File: config.mk
export PLATFORM = sky130hd
export DESIGN_NAME = core_lsu
export DESIGN_NICKNAME = d
export VERILOG_FILES = /design/src/rtl/core_lsu_pkg.sv /design/src/rtl/core_lsu_align.sv /design/src/rtl/core_lsu.sv
export SDC_FILE = /design/constraint.sdc
export NUM_CORES = 1
export LEC_CHECK = 0
export BUFFER_PORTS_ARGS = -buffer_cell sky130_fd_sc_hd__clkbuf_2
export CAP_MARGIN = 40
export CORE_MARGIN = 2
export CORE_UTILIZATION = 51
export DETAILED_ROUTE_END_ITERATION = 16
export GPL_ROUTABILITY_DRIVEN = 0
export PLACE_DENSITY = 0.81
export SLEW_MARGIN = 20
export SYNTH_ARGS = -nofsm -noshare
export SYNTH_HDL_FRONTEND = slang
export SYNTH_SLANG_ARGS = --single-unit
File: constraint.sdc
create_clock -name clk -period 3.2 [get_ports clk]
set_clock_uncertainty 0.15 [all_clocks]
set_input_delay 0.16 -clock clk [delete_from_list [all_inputs] [get_ports clk]]
set_output_delay 0.16 -clock clk [all_outputs]
set_load 0.02 [all_outputs]
File: src/rtl/core_lsu_pkg.sv
// core_lsu_pkg: shared definitions for the load/store unit.
//   - FSM state encoding (IDLE/REQ/DONE)
//   - 3-bit memory op index derived from the one-hot op flags
//   - default timeout and counter width
package core_lsu_pkg;

   localparam int XLEN_DEF        = 32;
   localparam int TIMEOUT_CYC_DEF = 16;
   localparam int CNT_W           = 8;

   localparam logic [1:0] ST_IDLE = 2'd0;
   localparam logic [1:0] ST_REQ  = 2'd1;
   localparam logic [1:0] ST_DONE = 2'd2;

   // Index order matches the flag vector {i_sw,i_sh,i_sb,i_lhu,i_lbu,i_lw,i_lh,i_lb}.
   typedef enum logic [2:0] {
      OP_LB  = 3'd0,
      OP_LH  = 3'd1,
      OP_LW  = 3'd2,
      OP_LBU = 3'd3,
      OP_LHU = 3'd4,
      OP_SB  = 3'd5,
      OP_SH  = 3'd6,
      OP_SW  = 3'd7
   } lsu_op_e;

   // Only meaningful when exactly one flag is set; the caller checks that separately.
   function automatic lsu_op_e op_encode(input logic [7:0] flags);
      lsu_op_e op;
      op = OP_LB;
      for (int i = 0; i < 8; i++) begin
         if (flags[i]) op = lsu_op_e'(i[2:0]);
      end
      return op;
   endfunction

   function automatic logic op_is_store(input lsu_op_e op);
      return (op == OP_SB) || (op == OP_SH) || (op == OP_SW);
   endfunction

endpackage

File: src/rtl/core_lsu_align.sv
// core_lsu_align: purely combinational data alignment for the LSU.
//   op_i        memory op index
//   addr_lo_i   effective address bits [1:0]
//   sdata_i     raw store data (RS2)
//   rdata_i     raw word read from memory
//   misalign_o  access is not naturally aligned for its size
//   store_o     op is a store
//   wstrb_o     byte enables (0 for loads)
//   wdata_o     store data replicated across all lanes
//   load_o      selected byte/half/word, sign- or zero-extended
module core_lsu_align
   import core_lsu_pkg::*;
(
   input  lsu_op_e     op_i,
   input  logic [1:0]  addr_lo_i,
   input  logic [31:0] sdata_i,
   input  logic [31:0] rdata_i,
   output logic        misalign_o,
   output logic        store_o,
   output logic [3:0]  wstrb_o,
   output logic [31:0] wdata_o,
   output logic [31:0] load_o
);

   logic [31:0] rshift;
   logic [7:0]  rbyte;
   logic [15:0] rhalf;

   assign store_o = op_is_store(op_i);

   always_comb begin
      misalign_o = 1'b0;
      case (op_i)
         OP_LH, OP_LHU, OP_SH: misalign_o = addr_lo_i[0];
         OP_LW, OP_SW:         misalign_o = |addr_lo_i;
         default:              misalign_o = 1'b0;
      endcase
   end

   always_comb begin
      wstrb_o = 4'b0000;
      wdata_o = 32'h0;
      case (op_i)
         OP_SB: begin
            wstrb_o = 4'b0001 << addr_lo_i;
            wdata_o = {4{sdata_i[7:0]}};
         end
         OP_SH: begin
            wstrb_o = 4'b0011 << {addr_lo_i[1], 1'b0};
            wdata_o = {2{sdata_i[15:0]}};
         end
         OP_SW: begin
            wstrb_o = 4'b1111;
            wdata_o = sdata_i;
         end
         default: begin
            wstrb_o = 4'b0000;
            wdata_o = 32'h0;
         end
      endcase
   end

   // Byte lane picked by shifting the word down by 8*addr[1:0].
   assign rshift = rdata_i >> {addr_lo_i, 3'b000};
   assign rbyte  = rshift[7:0];
   assign rhalf  = addr_lo_i[1] ? rdata_i[31:16] : rdata_i[15:0];

   always_comb begin
      load_o = 32'h0;
      case (op_i)
         OP_LB:   load_o = {{24{rbyte[7]}}, rbyte};
         OP_LBU:  load_o = {24'h0, rbyte};
         OP_LH:   load_o = {{16{rhalf[15]}}, rhalf};
         OP_LHU:  load_o = {16'h0, rhalf};
         OP_LW:   load_o = rdata_i;
         default: load_o = 32'h0;
      endcase
   end

endmodule

File: src/rtl/core_lsu.sv
// core_lsu: load/store unit downstream of the ALU. Runs one data-memory
// transaction per accepted start over a req/ack handshake.
//   clk, rst_n                 clock, async active-low reset
//   start, i_lb..i_sw          issue pulse and one-hot op flags
//   addr, store_data           effective address and RS2
//   busy, done                 in-flight indication and completion pulse
//   load_data                  formatted load result (held until next accept)
//   fault_misalign, fault_bus  completion status
//   mem_req/we/addr/wdata/wstrb, mem_rdata, mem_ack   data bus
//
// state   | meaning
// IDLE    | waiting for a start with exactly one op flag
// REQ     | mem_req high, waiting for mem_ack or timeout
// DONE    | done pulse, results valid, back to IDLE next cycle
module core_lsu
   import core_lsu_pkg::*;
#(
   parameter int XLEN        = XLEN_DEF,
   parameter int TIMEOUT_CYC = TIMEOUT_CYC_DEF
) (
   input  logic            clk,
   input  logic            rst_n,
   input  logic            start,
   input  logic            i_lb,
   input  logic            i_lh,
   input  logic            i_lw,
   input  logic            i_lbu,
   input  logic            i_lhu,
   input  logic            i_sb,
   input  logic            i_sh,
   input  logic            i_sw,
   input  logic [XLEN-1:0] addr,
   input  logic [XLEN-1:0] store_data,
   output logic            busy,
   output logic            done,
   output logic [XLEN-1:0] load_data,
   output logic            fault_misalign,
   output logic            fault_bus,
   output logic            mem_req,
   output logic            mem_we,
   output logic [XLEN-1:0] mem_addr,
   output logic [XLEN-1:0] mem_wdata,
   output logic [3:0]      mem_wstrb,
   input  logic [XLEN-1:0] mem_rdata,
   input  logic            mem_ack
);

   localparam logic [CNT_W-1:0] TO_LIM = CNT_W'(TIMEOUT_CYC);

   logic [1:0]       state_q, state_d;
   lsu_op_e          op_q, op_d;
   logic [XLEN-1:0]  addr_q, addr_d;
   logic [XLEN-1:0]  sd_q, sd_d;
   logic [CNT_W-1:0] cnt_q, cnt_d;
   logic [XLEN-1:0]  load_q, load_d;
   logic             fmis_q, fmis_d;
   logic             fbus_q, fbus_d;

   logic [7:0]  flags;
   logic        op_ok;
   lsu_op_e     op_in;
   logic        in_idle;
   lsu_op_e     al_op;
   logic [1:0]  al_addr_lo;
   logic        al_misalign;
   logic        al_store;
   logic [3:0]  al_wstrb;
   logic [31:0] al_wdata;
   logic [31:0] al_load;

   assign flags = {i_sw, i_sh, i_sb, i_lhu, i_lbu, i_lw, i_lh, i_lb};
   assign op_ok = $onehot(flags);
   assign op_in = op_encode(flags);

   // In IDLE the aligner looks at the incoming op so misalignment is known
   // at accept time; afterwards it works from the latched op/address.
   assign in_idle    = (state_q == ST_IDLE);
   assign al_op      = in_idle ? op_in : op_q;
   assign al_addr_lo = in_idle ? addr[1:0] : addr_q[1:0];

   core_lsu_align u_align (
      .op_i       (al_op),
      .addr_lo_i  (al_addr_lo),
      .sdata_i    (sd_q),
      .rdata_i    (mem_rdata),
      .misalign_o (al_misalign),
      .store_o    (al_store),
      .wstrb_o    (al_wstrb),
      .wdata_o    (al_wdata),
      .load_o     (al_load)
   );

   always_comb begin
      state_d = state_q;
      op_d    = op_q;
      addr_d  = addr_q;
      sd_d    = sd_q;
      cnt_d   = cnt_q;
      load_d  = load_q;
      fmis_d  = fmis_q;
      fbus_d  = fbus_q;
      case (state_q)
         ST_IDLE: begin
            if (start && op_ok) begin
               op_d   = op_in;
               addr_d = addr;
               sd_d   = store_data;
               cnt_d  = '0;
               load_d = '0;
               fmis_d = 1'b0;
               fbus_d = 1'b0;
               if (al_misalign) begin
                  fmis_d  = 1'b1;
                  state_d = ST_DONE;
               end else begin
                  state_d = ST_REQ;
               end
            end
         end
         ST_REQ: begin
            cnt_d = cnt_q + 1'b1;
            // Ack has priority over a timeout landing in the same cycle.
            if (mem_ack) begin
               if (!al_store) load_d = al_load;
               state_d = ST_DONE;
            end else if (cnt_d == TO_LIM) begin
               fbus_d  = 1'b1;
               load_d  = '0;
               state_d = ST_DONE;
            end
         end
         ST_DONE: state_d = ST_IDLE;
         default: state_d = ST_IDLE;
      endcase
   end

   always_ff @(posedge clk or negedge rst_n) begin
      if (!rst_n) begin
         state_q <= ST_IDLE;
         op_q    <= OP_LB;
         addr_q  <= '0;
         sd_q    <= '0;
         cnt_q   <= '0;
         load_q  <= '0;
         fmis_q  <= 1'b0;
         fbus_q  <= 1'b0;
      end else begin
         state_q <= state_d;
         op_q    <= op_d;
         addr_q  <= addr_d;
         sd_q    <= sd_d;
         cnt_q   <= cnt_d;
         load_q  <= load_d;
         fmis_q  <= fmis_d;
         fbus_q  <= fbus_d;
      end
   end

   // Bus outputs decode straight from the state register, so reset drops
   // mem_req without waiting for a clock edge.
   assign mem_req        = (state_q == ST_REQ);
   assign mem_we         = mem_req & al_store;
   assign mem_addr       = mem_req ? {addr_q[XLEN-1:2], 2'b00} : '0;
   assign mem_wdata      = mem_we ? al_wdata : '0;
   assign mem_wstrb      = mem_req ? al_wstrb : 4'b0000;
   assign busy           = !in_idle;
   assign done           = (state_q == ST_DONE);
   assign load_data      = load_q;
   assign fault_misalign = fmis_q;
   assign fault_bus      = fbus_q;

endmodule

# After elaboration in Yosys (flattened, before gate mapping)
# Cells that the tools add are included.
# W data, S select, Z words.
# op_classes
n_addsub,8
n_eq_ne,16
shift,3
n_mux,34
n_bitwise,1
n_reduce_logical,15
# ops
op,n
$mux W32,6
$pmux W32 S5,1
$pmux W32 S3,1
$pmux W32 S2,1
$shr A32 B5 Y8,1
$mux W3,6
$mux W16,1
$pmux W8 S2,1
$eq A3 B3 Y1 const B,4
$mux W2,6
$pmux W4 S3,1
$add A1 B1 Y2,4
$add A8 B1 Y8 const B,1
$eq A8 B5 Y1 const B,1
$mux W8,1
$reduce_and A4 Y1,2
$add A2 B2 Y3,2
$eq A3 B2 Y1 const B,2
$reduce_and A2 Y1,3
$mux W1,5
$add A3 B3 Y4,1
$eq A4 B1 Y1 const B,1
$mux W4,1
$ne A2 B1 Y1 const B,2
other kinds (19),22
# word_totals
reg_bits,111
input_bits,108
output_inout_bits,106
word_cells,85

# Depth between registers and ports, before layout
# logic_depth
depth_word,14
depth_mapped,16
depth_no_buf,14

# Cells and area by module
# A second synthesis with hierarchy kept.
# unflattened
cells_unflattened,706
hier_area_um2,6934.2
# modules_own_cells
module,instances,cells_each,area_each_um2,seq_area_each_um2
core_lsu,1,452,5336.4,2777.7
core_lsu_align,1,254,1597.8,0.0

# Worst setup path after synthesis
# OpenSTA, ideal clock, no wires.
# synth_path
path_type,input-to-reg
start,input i_lb
end,register addr_q[10]
setup_time_ps,125
arrival_time_ps,3754
required_time_ps,2925
slack_ps,-829
stages,14
n_path_buf,2
cell_sequence,inv_1 fa_1 fa_1 fa_1 inv_1 ha_1 inv_1 fa_1 nor4bb_1 and4_1 o21a_1 clkbuf_1 clkbuf_1 mux2_2
# synth_via
elab_chain_len,6
# synth_lines
element,line_no,text
"start, declared",core_lsu.sv:24,"input logic i_lb,"
$add A1 B1 Y2 (not written as such),core_lsu.sv:72,assign op_ok = $onehot(flags);
$add A2 B2 Y3 (not written as such),core_lsu.sv:72,
$add A3 B3 Y4 (not written as such),core_lsu.sv:72,
$eq A4 B1 Y1,core_lsu.sv:72,
$logic_and A1 B1 Y1,core_lsu.sv:104,if (start && op_ok) begin
$reduce_and A2 Y1 (no source line),n/a,
"end signal, assigned",core_lsu.sv:150,addr_q <= addr_d;
"end, declared",core_lsu.sv:52,"logic [XLEN-1:0] addr_q, addr_d;"
# No other way between the ends.
# A chain may end at the register's enable or synchronous reset.

# Final worst setup path
# layout_path
start,input i_lb
end,"register load_q[19], in the netlist load_data[19]"
# layout_via
elab_chain_len,7
# layout_lines
element,line_no,text
$add A1 B1 Y2 (not written as such),core_lsu.sv:72,
$add A2 B2 Y3 (not written as such),core_lsu.sv:72,
$add A3 B3 Y4 (not written as such),core_lsu.sv:72,
$eq A4 B1 Y1,core_lsu.sv:72,
$logic_and A1 B1 Y1,core_lsu.sv:104,
$ne A2 B1 Y1 (no source line),n/a,
$reduce_and A4 Y1 (no source line),n/a,
"end signal, assigned",core_lsu.sv:153,load_q <= load_d;
"end, declared",core_lsu.sv:55,"logic [XLEN-1:0] load_q, load_d;"
# No other way between the ends.

==> summary.txt <==
STA
  • Worst-Margin Slew: 0.743 ns
  • Fin Setup TNS: -68.37 ns
  • Tcrit/Tclk final: 1.22
  • Final WS setup: -0.698 ns
  • Fmax: 257 MHz
  • Max-slew violation count: 0
  • RSZ-0062 raised after global routing: yes
  • Min cycle time layout: 3.90 ns
  • Hold Violations, Final: 0
  • Final setup viols: 123
  • Fin Hold WS: 0.00245 ns
  • Slew HR: 0.505

Status
  • Violated checks: negative setup slack
  • Status: finished, violations left

Finish
  • Fin util: 0.818
  • # fillers: 612
  • Share of cells above drive strength 1: 0.452
  • Post-route cell area: 9790 sq um
  • Layout net count: 1046
  • Area growth syn-to-layout: 57.2%
  • Non-Filler Instances: about 1100

Routing
  • Final ANT Viol Nets: 0
  • Vias after detailed routing: roughly 6700
  • Total wire length: about 24000 microns
  • Routed wire per std cell: 21.8 microns
  • Vias per cell: 6.14
  • Number of DRC violations after detailed-routing iteration 0: 661
  • TritonRoute pass-1 iters: 7
  • DRC: 0

Global routing
  • GRT Residual Overflow: 0
  • Vias in the first global route: about 6700
  • Pin count of the biggest net entering global routing: 66
  • Overall Global Routing Usage: 0.338
  • First-pass GRT wire length: 34400 microns
  • Initial antenna violation count: 2

Flow run
  • Max cap viols: 0

Power
  • Design Power: 8.46 mW
  • Max VDD drop: ~0.42 mV
  • Static leakage: 4.75 nW
  • Pwr Density: 864 nW/um^2

Floorplan
  • Die area: 13100 sq um
  • FP Rows: 40
  • Initial Util: 0.521
  • Die H: 115 microns
  • Ports: between 200 and 250
  • Core Area: ~12000 sq um
  • Chip Width: 115 microns

Clock network
  • Clock Sinks: 111
  • CTS buffer count: 9
  • Clock buffer depth: 2
  • CTS tree: yes
  • Clock Tree Root: clkbuf_16
  • # H-tree levels: 3
  • Clk_lat worst skew: 0.36 ns
  • Worst-path clk slew: ~0.07 ns

Place
  • Setup WS pre-CTS: -0.888 ns
  • Post-DP HPWL: 12800 microns
  • PortBufs: 211
  • Placed Area: 7840 sq um
  • Cells after DPL: 942

Critical path
  • Crit path DAT: 3.99 ns
  • Crit-path max FO: 8
  • Critical path class: primary input to flop
  • CP Launch Type: primary input
  • Reg2Reg Depth: 9
  • Crit. End Element: flop
  • CP required: 3.29 ns

Hold path
  • Worst hold path class: primary input to async pin

Synth
  • Dominant synthesized flop cell: dfrtp_1
  • Sequential fraction of the synthesis area: 0.446
  • Mean post-synth cell area: 10.5 sq um
  • Unique masters post-synth: 63
  • Synth Instances: 594
  • Synth area leaders: dfrtp_1 45%, mux2_2 13%, and2_1 3.8%
  • Yosys top cell area share: 0.446
  • Largest area contributor in the netlist: dfrtp_1
  • Yosys reg bits: 111
  • Synthesis warning total: 0
  • Syn Std Cell Area: 6230 sq um
  • EDFF count, synth: 0
  • Fraction of registers with async set/reset: 1.00
[repair_timing]
item	in CTS	in global routing
pin swaps	2	21
setup buffers	14	10
hold buffers	96	0
endpoints found under the setup margin	111	136
hold endpoints to repair	158	0
cloned	5	4
resized for setup	36	45
[synth_stat cells, types with 5 or more instances]
master,count
a21oi_1,19
a221o_1,8
a221o_2,9
a22oi_1,22
a31oi_1,11
and2_1,38
and3_1,11
clkbuf_1,34
dfrtp_1,111
inv_1,18
mux2_2,71
mux2i_1,18
mux4_2,7
nand2_1,38
nand3_1,14
nor2_1,31
nor2b_1,5
nor3_1,28
o211ai_1,8
o21a_1,5
o21ai_0,25
[placed cells by master, fill, tap and decap left out, types with 9 or more instances in the layout]
| cell type | instances |
|---|---|
| a21oi_1 | 16 |
| a221o_2 | 9 |
| a22oi_1 | 12 |
| a22oi_2 | 10 |
| a31oi_1 | 11 |
| and2_1 | 38 |
| and3_1 | 11 |
| buf_4 | 35 |
| clkbuf_16 | 13 |
| clkbuf_2 | 208 |
| dfrtp_1 | 111 |
| dlygate4sd3_1 | 96 |
| inv_1 | 14 |
| mux2_4 | 64 |
| mux2i_1 | 18 |
| nand2_1 | 33 |
| nand3_1 | 14 |
| nor2_1 | 27 |
| nor3_1 | 28 |
| o21ai_0 | 10 |
| o21ai_1 | 9 |
[cell families after synthesis]
group | Yosys count | synth area share
AOI/OAI and AO/OA | 124 | 0.140
xor gates and xnor gates | 3 | 0.00422
adders and majority gates | 8 | 0.0209
buffers and inverters | 62 | 0.0430
DFF | 111 | 0.446
muxes | 97 | 0.185
other | 1 | 0.000602
and+or+nand+nor | 188 | 0.160
[final timing paths]
check	startpoint	to	slack, ns
worst min-delay path	rst_n	load_data[1]	0.002
min in group clk	i_sw	op_q[2]	0.05
worst max-delay path	i_lb	load_data[19]	-0.70
max in group asynchronous	rst_n	addr_q[8]	1.97
worst min register to register	addr_q[1]	addr_q[1]	0.35
worst max register to register	state_q[0]	load_data[1]	0.21
[worst max-delay path, stage by stage]
cell	delay [ns]
buf_8	0.08
inv_8	0.02
fa_1	0.55
fa_1	0.43
fa_1	0.44
inv_1	0.08
ha_2	0.18
inv_2	0.04
fa_2	0.34
nor4bb_2	0.35
and4_1	0.32
o31ai_2	0.09
nand3b_1	0.18
buf_6	0.17
buf_12	0.14
a221o_2	0.40
[per-layer routing]
| layer | track usage | vias up | routed length [microns] |
|---|---|---|---|
| met5 | 0 | - | 0 |
| met4 | 0.183 | 0 | 1300 |
| met3 | 0.0598 | 127 | 1760 |
| met2 | 0.581 | 457 | 12000 |
| met1 | 0.401 | 3229 | 8520 |
| li1 | - | 2841 | - |
[report_power, final]
part | switching (mW) | leakage [nW] | internal, mW
Sequential | 0.576 | 1.41 | 2.00
Combinational | 2.36 | 3.19 | 2.30
Clock | 0.531 | 0.154 | 0.689
Total | 3.47 | 4.75 | 4.99
[flip-flops by register name, summed over array words and instances (netlist names)]
register        cells
addr_q             32
cnt_q               8
fault_bus           1
fault_misalign      1
load_data          32
op_q                3
sd_q               32
state_q             2
[final cells by class]
cell class	count	area (sq um)	share of cell area
multi-input combinational	422	3610	0.368
timing repair buffer	368	2820	0.288
inverter	18	80.1	0.00818
antenna	2	5.00	0.000511
clock buffer	11	233	0.0238
tap	147	184	0.0188
sequential	111	2780	0.284
clock inverter	5	82.6	0.00844
(Power assumes the default switching activity.)
